File: src/rtl/finder_pattern_scanner_pkg.sv
// Shared types and constants for the QR finder-pattern scanner.
// Widths cover frames up to 1024 pixels per side and runs up to 511 pixels.
package finder_pkg;

    typedef enum logic [2:0] {
        S_IDLE,
        S_CLEAR,
        S_SCAN_H,
        S_DRAIN_H,
        S_SCAN_V,
        S_DRAIN_V,
        S_DONE
    } scan_state_t;

    localparam int PIXEL_LATENCY = 2;
    // One extra cycle lets the run tracker consume the last returned pixel.
    localparam int DRAIN_CYCLES  = PIXEL_LATENCY + 1;

    localparam logic PIX_WHITE = 1'b1;
    localparam logic PIX_BLACK = 1'b0;

    localparam int ADDR_W  = 20;
    localparam int COORD_W = 10;
    localparam int RUN_W   = 9;
    localparam int UNIT_W  = 11;
    localparam int DIFF_W  = 14;

    // Completed-run window; index 4 is the newest run, index 0 the oldest.
    typedef logic [4:0][RUN_W-1:0] run_win_t;

    function automatic logic signed [DIFF_W-1:0] to_s(input logic [UNIT_W-1:0] v);
        return $signed(DIFF_W'(v));
    endfunction

    function automatic logic signed [DIFF_W-1:0] abs_s(input logic signed [DIFF_W-1:0] v);
        return (v < 0) ? -v : v;
    endfunction

endpackage

File: src/rtl/finder_pattern_scanner_if.sv
// Start/done handshake, frame-buffer read port and result vectors of the scanner.
// The scanner is the slave; whoever starts it and serves pixels is the master.
interface finder_pattern_scanner_if #(
    parameter int WIDTH  = 480,
    parameter int HEIGHT = 480
);
    logic              start_scan;
    logic              pixel_reading;
    logic [19:0]       address_reading;
    logic [WIDTH-1:0]  horz_patterns;
    logic [HEIGHT-1:0] vert_patterns;
    logic              busy;
    logic              patterns_valid;

    modport master (
        output start_scan,
        output pixel_reading,
        input  address_reading,
        input  horz_patterns,
        input  vert_patterns,
        input  busy,
        input  patterns_valid
    );

    modport slave (
        input  start_scan,
        input  pixel_reading,
        output address_reading,
        output horz_patterns,
        output vert_patterns,
        output busy,
        output patterns_valid
    );
endinterface

File: src/rtl/finder_pattern_scanner_run_tracker.sv
// Per-line run-length tracker with a five-run window and 1:1:3:1:1 ratio test.
// Emits a strobe with the centre coordinate of every accepted pattern.
module finder_run_tracker
    import finder_pkg::*;
#(
    parameter int MIN_UNIT = 4
) (
    input  logic               clk_in,
    input  logic               rst_in,
    input  logic               vld,
    input  logic               line_start,
    input  logic               line_end,
    input  logic               pixel,
    input  logic [COORD_W-1:0] coord,
    output logic               center_vld,
    output logic [DIFF_W-1:0]  center
);

    logic             active_q;
    logic             colour_q;
    logic [RUN_W-1:0] cur_q;
    run_win_t         win_q;
    logic [2:0]       cnt_q;

    logic                     act;
    logic                     col;
    logic [RUN_W-1:0]         cur;
    run_win_t                 win;
    run_win_t                 hit_win;
    logic [2:0]               cnt;
    logic                     hit;
    logic signed [DIFF_W-1:0] last_black;
    logic signed [DIFF_W-1:0] centre;

    function automatic logic ratio_ok(input run_win_t w);
        logic [UNIT_W-1:0]        u;
        logic signed [DIFF_W-1:0] su;
        logic signed [DIFF_W-1:0] tol;
        logic                     ok;
        u   = UNIT_W'(w[0]) + UNIT_W'(w[1]) + UNIT_W'(w[3]) + UNIT_W'(w[4]);
        su  = to_s(u);
        tol = su >>> 1;
        ok  = (u >= UNIT_W'(MIN_UNIT));
        for (int i = 0; i < 5; i++) begin
            if (i != 2) begin
                ok = ok && (abs_s((to_s(UNIT_W'(w[i])) <<< 2) - su) <= tol);
            end
        end
        ok = ok && (abs_s((to_s(UNIT_W'(w[2])) <<< 2) - (su + su + su)) <= su);
        return ok;
    endfunction

    // At most one black run completes per pixel, so one check per cycle suffices:
    // a colour change retires the old run, a line end then retires the final one.
    always_comb begin
        act        = active_q;
        col        = colour_q;
        cur        = cur_q;
        win        = win_q;
        cnt        = cnt_q;
        hit        = 1'b0;
        hit_win    = '0;
        last_black = '0;
        if (line_start) begin
            act = 1'b0;
            cur = '0;
            cnt = '0;
        end
        if (act && (pixel != col)) begin
            win = {cur, win[4:1]};
            if ((col == PIX_BLACK) && (cnt == 3'd4)) begin
                hit        = 1'b1;
                hit_win    = win;
                last_black = to_s(UNIT_W'(coord)) - 14'sd1;
                cnt        = 3'd3;
            end else begin
                cnt = cnt + 3'd1;
            end
            cur = RUN_W'(1);
            col = pixel;
        end else if (act) begin
            cur = cur + RUN_W'(1);
        end else if (pixel == PIX_BLACK) begin
            act = 1'b1;
            cur = RUN_W'(1);
            col = PIX_BLACK;
        end
        if (line_end && act) begin
            win = {cur, win[4:1]};
            if ((col == PIX_BLACK) && (cnt == 3'd4)) begin
                hit        = 1'b1;
                hit_win    = win;
                last_black = to_s(UNIT_W'(coord));
                cnt        = 3'd3;
            end else begin
                cnt = cnt + 3'd1;
            end
            act = 1'b0;
        end
    end

    assign centre = last_black
                  - to_s(UNIT_W'(hit_win[4]))
                  - to_s(UNIT_W'(hit_win[3]))
                  - to_s(UNIT_W'(hit_win[2] >> 1));

    assign center_vld = vld && hit && ratio_ok(hit_win);
    assign center     = centre;

    always_ff @(posedge clk_in or negedge rst_in) begin
        if (!rst_in) begin
            active_q <= 1'b0;
            colour_q <= 1'b0;
            cur_q    <= '0;
            win_q    <= '0;
            cnt_q    <= '0;
        end else if (vld) begin
            active_q <= act;
            colour_q <= col;
            cur_q    <= cur;
            win_q    <= win;
            cnt_q    <= cnt;
        end
    end

endmodule

File: src/rtl/finder_pattern_scanner.sv
// Two-pass (row-major, then column-major) finder-pattern scan of the binary frame buffer.
// Marks centre columns in horz_patterns and centre rows in vert_patterns.
module finder_pattern_scanner
    import finder_pkg::*;
#(
    parameter int WIDTH    = 480,
    parameter int HEIGHT   = 480,
    parameter int MIN_UNIT = 4
) (
    input  logic clk_in,
    input  logic rst_in,
    finder_pattern_scanner_if.slave bus
);

    localparam logic [COORD_W-1:0] W_LAST = COORD_W'(WIDTH - 1);
    localparam logic [COORD_W-1:0] H_LAST = COORD_W'(HEIGHT - 1);
    localparam logic [WIDTH-1:0]   H_ONE  = WIDTH'(1);
    localparam logic [HEIGHT-1:0]  V_ONE  = HEIGHT'(1);

    scan_state_t state_q;
    scan_state_t state_d;

    logic [1:0]         drain_q;
    logic               drain_last;
    logic [COORD_W-1:0] x_q;
    logic [COORD_W-1:0] y_q;
    logic [COORD_W-1:0] inner;
    logic [COORD_W-1:0] outer;
    logic               inner_last;
    logic               scan_last;
    logic               scanning;
    logic               vert_pass;
    logic [ADDR_W-1:0]  address_q;

    logic               vld_p0, vld_p1, vld_p2;
    logic               pass_p0, pass_p1, pass_p2;
    logic [COORD_W-1:0] coord_p0, coord_p1, coord_p2;
    logic               first_p0, first_p1, first_p2;
    logic               last_p0, last_p1, last_p2;

    logic [WIDTH-1:0]   horz_q;
    logic [HEIGHT-1:0]  vert_q;
    logic               center_vld;
    logic [DIFF_W-1:0]  center;

    always_comb begin
        scanning   = (state_q == S_SCAN_H) || (state_q == S_SCAN_V);
        vert_pass  = (state_q == S_SCAN_V);
        inner      = vert_pass ? y_q : x_q;
        outer      = vert_pass ? x_q : y_q;
        inner_last = (inner == (vert_pass ? H_LAST : W_LAST));
        scan_last  = inner_last && (outer == (vert_pass ? W_LAST : H_LAST));
        drain_last = (drain_q == 2'(DRAIN_CYCLES - 1));
    end

    always_comb begin
        state_d = state_q;
        case (state_q)
            S_IDLE:    if (bus.start_scan) state_d = S_CLEAR;
            S_CLEAR:   state_d = S_SCAN_H;
            S_SCAN_H:  if (scan_last) state_d = S_DRAIN_H;
            S_DRAIN_H: if (drain_last) state_d = S_SCAN_V;
            S_SCAN_V:  if (scan_last) state_d = S_DRAIN_V;
            S_DRAIN_V: if (drain_last) state_d = S_DONE;
            S_DONE:    state_d = S_IDLE;
            default:   state_d = S_IDLE;
        endcase
    end

    always_ff @(posedge clk_in or negedge rst_in) begin
        if (!rst_in) begin
            state_q <= S_IDLE;
            drain_q <= '0;
        end else begin
            state_q <= state_d;
            if ((state_q == S_DRAIN_H) || (state_q == S_DRAIN_V)) begin
                drain_q <= drain_q + 2'd1;
            end else begin
                drain_q <= '0;
            end
        end
    end

    // Address generation: x inner in the row pass, y inner in the column pass.
    always_ff @(posedge clk_in or negedge rst_in) begin
        if (!rst_in) begin
            x_q       <= '0;
            y_q       <= '0;
            address_q <= '0;
        end else if (scanning) begin
            address_q <= ADDR_W'(y_q) * ADDR_W'(WIDTH) + ADDR_W'(x_q);
            if (inner_last) begin
                if (vert_pass) begin
                    y_q <= '0;
                    x_q <= scan_last ? '0 : x_q + COORD_W'(1);
                end else begin
                    x_q <= '0;
                    y_q <= scan_last ? '0 : y_q + COORD_W'(1);
                end
            end else if (vert_pass) begin
                y_q <= y_q + COORD_W'(1);
            end else begin
                x_q <= x_q + COORD_W'(1);
            end
        end else begin
            x_q <= '0;
            y_q <= '0;
        end
    end

    // Stage p0: issued address; p1/p2 follow the frame-buffer read latency.
    always_ff @(posedge clk_in or negedge rst_in) begin
        if (!rst_in) begin
            vld_p0   <= 1'b0;
            pass_p0  <= 1'b0;
            coord_p0 <= '0;
            first_p0 <= 1'b0;
            last_p0  <= 1'b0;
            vld_p1   <= 1'b0;
            pass_p1  <= 1'b0;
            coord_p1 <= '0;
            first_p1 <= 1'b0;
            last_p1  <= 1'b0;
            vld_p2   <= 1'b0;
            pass_p2  <= 1'b0;
            coord_p2 <= '0;
            first_p2 <= 1'b0;
            last_p2  <= 1'b0;
        end else begin
            vld_p0   <= scanning;
            pass_p0  <= vert_pass;
            coord_p0 <= inner;
            first_p0 <= (inner == '0);
            last_p0  <= inner_last;
            vld_p1   <= vld_p0;
            pass_p1  <= pass_p0;
            coord_p1 <= coord_p0;
            first_p1 <= first_p0;
            last_p1  <= last_p0;
            vld_p2   <= vld_p1;
            pass_p2  <= pass_p1;
            coord_p2 <= coord_p1;
            first_p2 <= first_p1;
            last_p2  <= last_p1;
        end
    end

    // Stage p2: returned pixel meets its coordinate in the run tracker.
    finder_run_tracker #(
        .MIN_UNIT (MIN_UNIT)
    ) u_tracker (
        .clk_in     (clk_in),
        .rst_in     (rst_in),
        .vld        (vld_p2),
        .line_start (first_p2),
        .line_end   (last_p2),
        .pixel      (bus.pixel_reading),
        .coord      (coord_p2),
        .center_vld (center_vld),
        .center     (center)
    );

    // Out-of-range centres shift the single set bit off the vector and are dropped.
    always_ff @(posedge clk_in or negedge rst_in) begin
        if (!rst_in) begin
            horz_q <= '0;
            vert_q <= '0;
        end else if (state_q == S_CLEAR) begin
            horz_q <= '0;
            vert_q <= '0;
        end else if (center_vld) begin
            if (pass_p2) begin
                vert_q <= vert_q | (V_ONE << center);
            end else begin
                horz_q <= horz_q | (H_ONE << center);
            end
        end
    end

    assign bus.address_reading = address_q;
    assign bus.horz_patterns   = horz_q;
    assign bus.vert_patterns   = vert_q;
    assign bus.busy            = (state_q != S_IDLE);
    assign bus.patterns_valid  = (state_q == S_DONE);

endmodule

File: src/flat_wrapper.sv
// flat-port wrapper written by rule: the top's interface ports become plain ports
module finder_pattern_scanner_flat import finder_pkg::*;
#(
    parameter int WIDTH    = 480,
    parameter int HEIGHT   = 480,
    parameter int MIN_UNIT = 4
)
  (clk_in, rst_in, bus_start_scan, bus_pixel_reading, bus_address_reading, bus_horz_patterns, bus_vert_patterns, bus_busy, bus_patterns_valid);
  finder_pattern_scanner_if #(.WIDTH(WIDTH), .HEIGHT(HEIGHT)) bus_i ();
  input  logic clk_in;
  input  logic rst_in;
  input wire logic [$bits(bus_i.start_scan)-1:0] bus_start_scan;
  input wire logic [$bits(bus_i.pixel_reading)-1:0] bus_pixel_reading;
  output wire logic [$bits(bus_i.address_reading)-1:0] bus_address_reading;
  output wire logic [$bits(bus_i.horz_patterns)-1:0] bus_horz_patterns;
  output wire logic [$bits(bus_i.vert_patterns)-1:0] bus_vert_patterns;
  output wire logic [$bits(bus_i.busy)-1:0] bus_busy;
  output wire logic [$bits(bus_i.patterns_valid)-1:0] bus_patterns_valid;
  assign bus_i.start_scan = bus_start_scan;
  assign bus_i.pixel_reading = bus_pixel_reading;
  assign bus_address_reading = bus_i.address_reading;
  assign bus_horz_patterns = bus_i.horz_patterns;
  assign bus_vert_patterns = bus_i.vert_patterns;
  assign bus_busy = bus_i.busy;
  assign bus_patterns_valid = bus_i.patterns_valid;
  finder_pattern_scanner #(.WIDTH(WIDTH), .HEIGHT(HEIGHT), .MIN_UNIT(MIN_UNIT)) u_core (.clk_in(clk_in), .rst_in(rst_in), .bus(bus_i));
endmodule
File: config.mk
export PLATFORM = sky130hd
export DESIGN_NAME = finder_pattern_scanner_flat
export DESIGN_NICKNAME = d
export VERILOG_FILES = /design/src/rtl/finder_pattern_scanner_pkg.sv /design/src/rtl/finder_pattern_scanner_if.sv /design/src/rtl/finder_pattern_scanner_run_tracker.sv /design/src/rtl/finder_pattern_scanner.sv /design/src/flat_wrapper.sv
export SDC_FILE = /design/constraint.sdc
export NUM_CORES = 2
export LEC_CHECK = 0
export CAP_MARGIN = 20
export CORE_AREA = 2 2 448 450
export DETAILED_ROUTE_END_ITERATION = 10
export DIE_AREA = 0 0 450 452
export GPL_TIMING_DRIVEN = 1
export PLACE_DENSITY = 0.53
export REMOVE_ABC_BUFFERS = 1
export SLEW_MARGIN = 20
export SYNTH_ARGS = -nofsm -noshare
export SYNTH_HDL_FRONTEND = slang
export SYNTH_HIERARCHICAL = 1
export SYNTH_SLANG_ARGS = --single-unit
File: constraint.sdc
create_clock -name clk_in -period 19.29 [get_ports clk_in]
set_clock_uncertainty 0.15 [all_clocks]
set_input_delay 3.858 -clock clk_in [delete_from_list [all_inputs] [get_ports clk_in]]
set_output_delay 3.858 -clock clk_in [all_outputs]
set_load 0.005 [all_outputs]
==> results.ini <==
[outcome]
outcome=finished, final reports clean

[cts]
cts_tree=built
htree_levels=4
postCtsSetupBuffers=0
postCtsHoldBufs=0
clock_path_buffers=3
cts_buffers=131
clock_latency_ps=790
cts_resized=0
clock-root-buffer=clkbuf_16
cts.sinks=1097
clk_pin_slew_ps=70

[timing]
min_period_over_period_pct=90.2
period_needed_ps=17390
hold_violations=0
setup_viol=0
tightestPinTransition_ps=1160
slew_headroom_pct=22.2
drv_slew=0
rsz0062_at_grt=no
fmax_mhz=57.5
fin_tns_setup_ps=0

[cells_and_area]
nFillCells=20300
fin_nets=6224
final_area_mm2=0.0672
seq_area_mm2=0.0275
multi_input_area_mm2=0.0205
syn2layout_area_growth_pct=35.9
drive_above_1_share_pct=7.32

[synthesis]
synth_mux_area_share_pct=0.767
async_reset_ff_share_pct=100
synth_enable_flop_cells=0
synthTopCellsByArea=dfrtp_1, a21oi_1, nor2_1
ys.warnings.count=6
synth_fa_ha_area_share_pct=6.31
synth_cell_types=115
synth_simple_gate_area_share_pct=14.5
ys_seq_area_share_pct=55.5
syn_area_per_cell_um2=9.76
synth-compound-area-share_pct=16.2
syn-cell-area_mm2=0.0495
synthFlopType=dfrtp_1
synthXorXnorAreaFrac_pct=3.28
synth_top_family_by_area=compound AO/OA/AOI/OAI gates
yosys.area.top_type=dfrtp_1
synth.most_common_cell=nor2_1
syn_inst=5069
synth_top_area_share_pct=55.5
ys_seq_elements=1097
yosys-top-cells-count=nor2_1, dfrtp_1, a21oi_1, clkbuf_1, nand2_1

[min_path]
min_from=u_core/pass_p1
holdCritPathClass=register to register
whs_endpoint=u_core/pass_p2
hold-path-cell-count=0

[floorplanning]
fp.dieH_um=452
rows=164
core_area_mm2=0.199
die_w_um=450
ioPinCount=986
dieArea_mm2=0.203
initial_core_util_pct=24.9

[setup_path]
cp-end-kind=register
crit_slowest_cell=nor2_4
crit_path_max_incr_delay_ps=740
r2r-start=u_core/u_tracker/colour_q
r2r_slack_ps=5250
critical_path.startpoint_type=input pin
worst-path-max-fanout=34
critPathRequiredTime_ps=19820
reg2regPathDepth=51
path_class=input pin to register
cp.arrival_ps=17920
timing.rr.end=u_core/bus.vert_patterns[92]

[drt]
drt-initial-drc-count=3927
avgViaCountPerCell=4.85
via_count=42500
drtPass1Iterations=8
routedWlPerCell_um=25.8
drc=0
drtAntennaViolNets=0
totalWireLength_mm=226

[global_route]
gr-total-overflow=0
grt_max_degree=210
grt.total_usage_pct=21.5
antenna_found_initial=6
grt_pass1_wl_mm=318
grt_pass1_vias=41700

[place]
dpl-instance-area_mm2=0.0628
dpl.hpwl_mm=164
place.gp.congestion=0.899
numPortBuffers=985

[pwr]
power_density_mw_per_mm2=149
power.leakage_nw=31.1
vdd_drop_max_mv=0.150

[job]
cap_violations=0

-- worst max-delay path, delay by kind of cell --
family | cells | cell delay [ps]
AND/OR/NAND/NOR | 16 | 5140
buffers and inverters | 6 | 1510
AO/OA/AOI/OAI | 20 | 3630
adder cells (fa/ha/maj) | 8 | 3180
XOR/XNOR | 2 | 530
-- worst max path at each step --
stage / to / startpoint / slack (ps)
2_1_floorplan: u_core/bus.horz_patterns[0] / u_core/state_q[2] / -33630
5_1_grt: u_core/bus.vert_patterns[7] / bus_pixel_reading / 910
6_report: u_core/bus.vert_patterns[92] / bus_pixel_reading / 1900
3_3_place_gp: u_core/bus.vert_patterns[32] / bus_pixel_reading / 1510
4_1_cts: u_core/bus.vert_patterns[92] / bus_pixel_reading / 2080
3_5_place_dp: u_core/bus.vert_patterns[4] / bus_pixel_reading / 1330
-- logic make-up after synthesis --
kind of cell    after synthesis
simple gates               1688
xor+xnor                    174
mux                          36
compound gates             1432
fa+ha+maj                   219
flops                      1097
buf+inv                     423
-- where the power goes --
part | switching, mW | leakage [nW] | internal [mW]
Combinational | 3.02 | 13.9 | 2.02
Clock | 1.08 | 2.14 | 1.47
Sequential | 0.0662 | 15.1 | 2.35
Total | 4.17 | 31.1 | 5.84
-- final cells by class --
class | count | share of cell area, %
inverter | 132 | 0.737
timing repair buffer | 1103 | 16.4
multi-input combinational | 3549 | 30.5
antenna | 3 | 0.0112
tap | 2656 | 4.94
clock inverter | 43 | 1.02
sequential | 1097 | 40.8
clock buffer | 183 | 5.56
-- metrics by stage --
step	std cells	hold slack, ps	utilization, %	setup slack [ps]	power, mW
3_5_place_dp	8536	185	31.6	1330	7.47
4_1_cts	8762	158	33.8	2080	10.1
6_report	8766	163	33.8	1900	10.0
5_1_grt	8763	161	33.8	908	10.7
2_1_floorplan	4778	181	-	-33630	6.13
3_3_place_gp	8534	181	31.6	1510	7.43
-- cells in the final DEF (no fill, tap or decap), types with 49 or more instances in the layout --
cell,synthesis,routed
xnor2_1,122,121
o21ai_0,81,81
inv_1,127,127
clkbuf_16,0,133
nand3_1,50,49
nand2_1,155,151
buf_4,3,95
fa_1,54,54
dfrtp_1,1097,1096
clkdlybuf4s50_1,0,984
nor2_1,1251,1221
a21oi_1,1082,1081
ha_1,152,152
-- routing by layer --
layer  track usage (%)  part of all wire, %  routed length [um]
met2              35.4                   48              109000
met3              6.21                  8.1               18400
met4              10.8                  5.3               12000
met5                 0                    0                   0
met1              25.6                   38               86600
-- flip-flops by register name (all words and copies together), names as in the netlist, 9 cells and up --
register / cells
u_core/coord_p2: 10
u_core/y_q: 10
u_core/bus.address_reading: 20
u_core/bus.vert_patterns: 480
u_core/u_tracker/win_q: 36
u_core/coord_p0: 10
u_core/u_tracker/cur_q: 9
u_core/coord_p1: 10
u_core/x_q: 10
u_core/bus.horz_patterns: 480
Power figures use the tool's default switching activity.
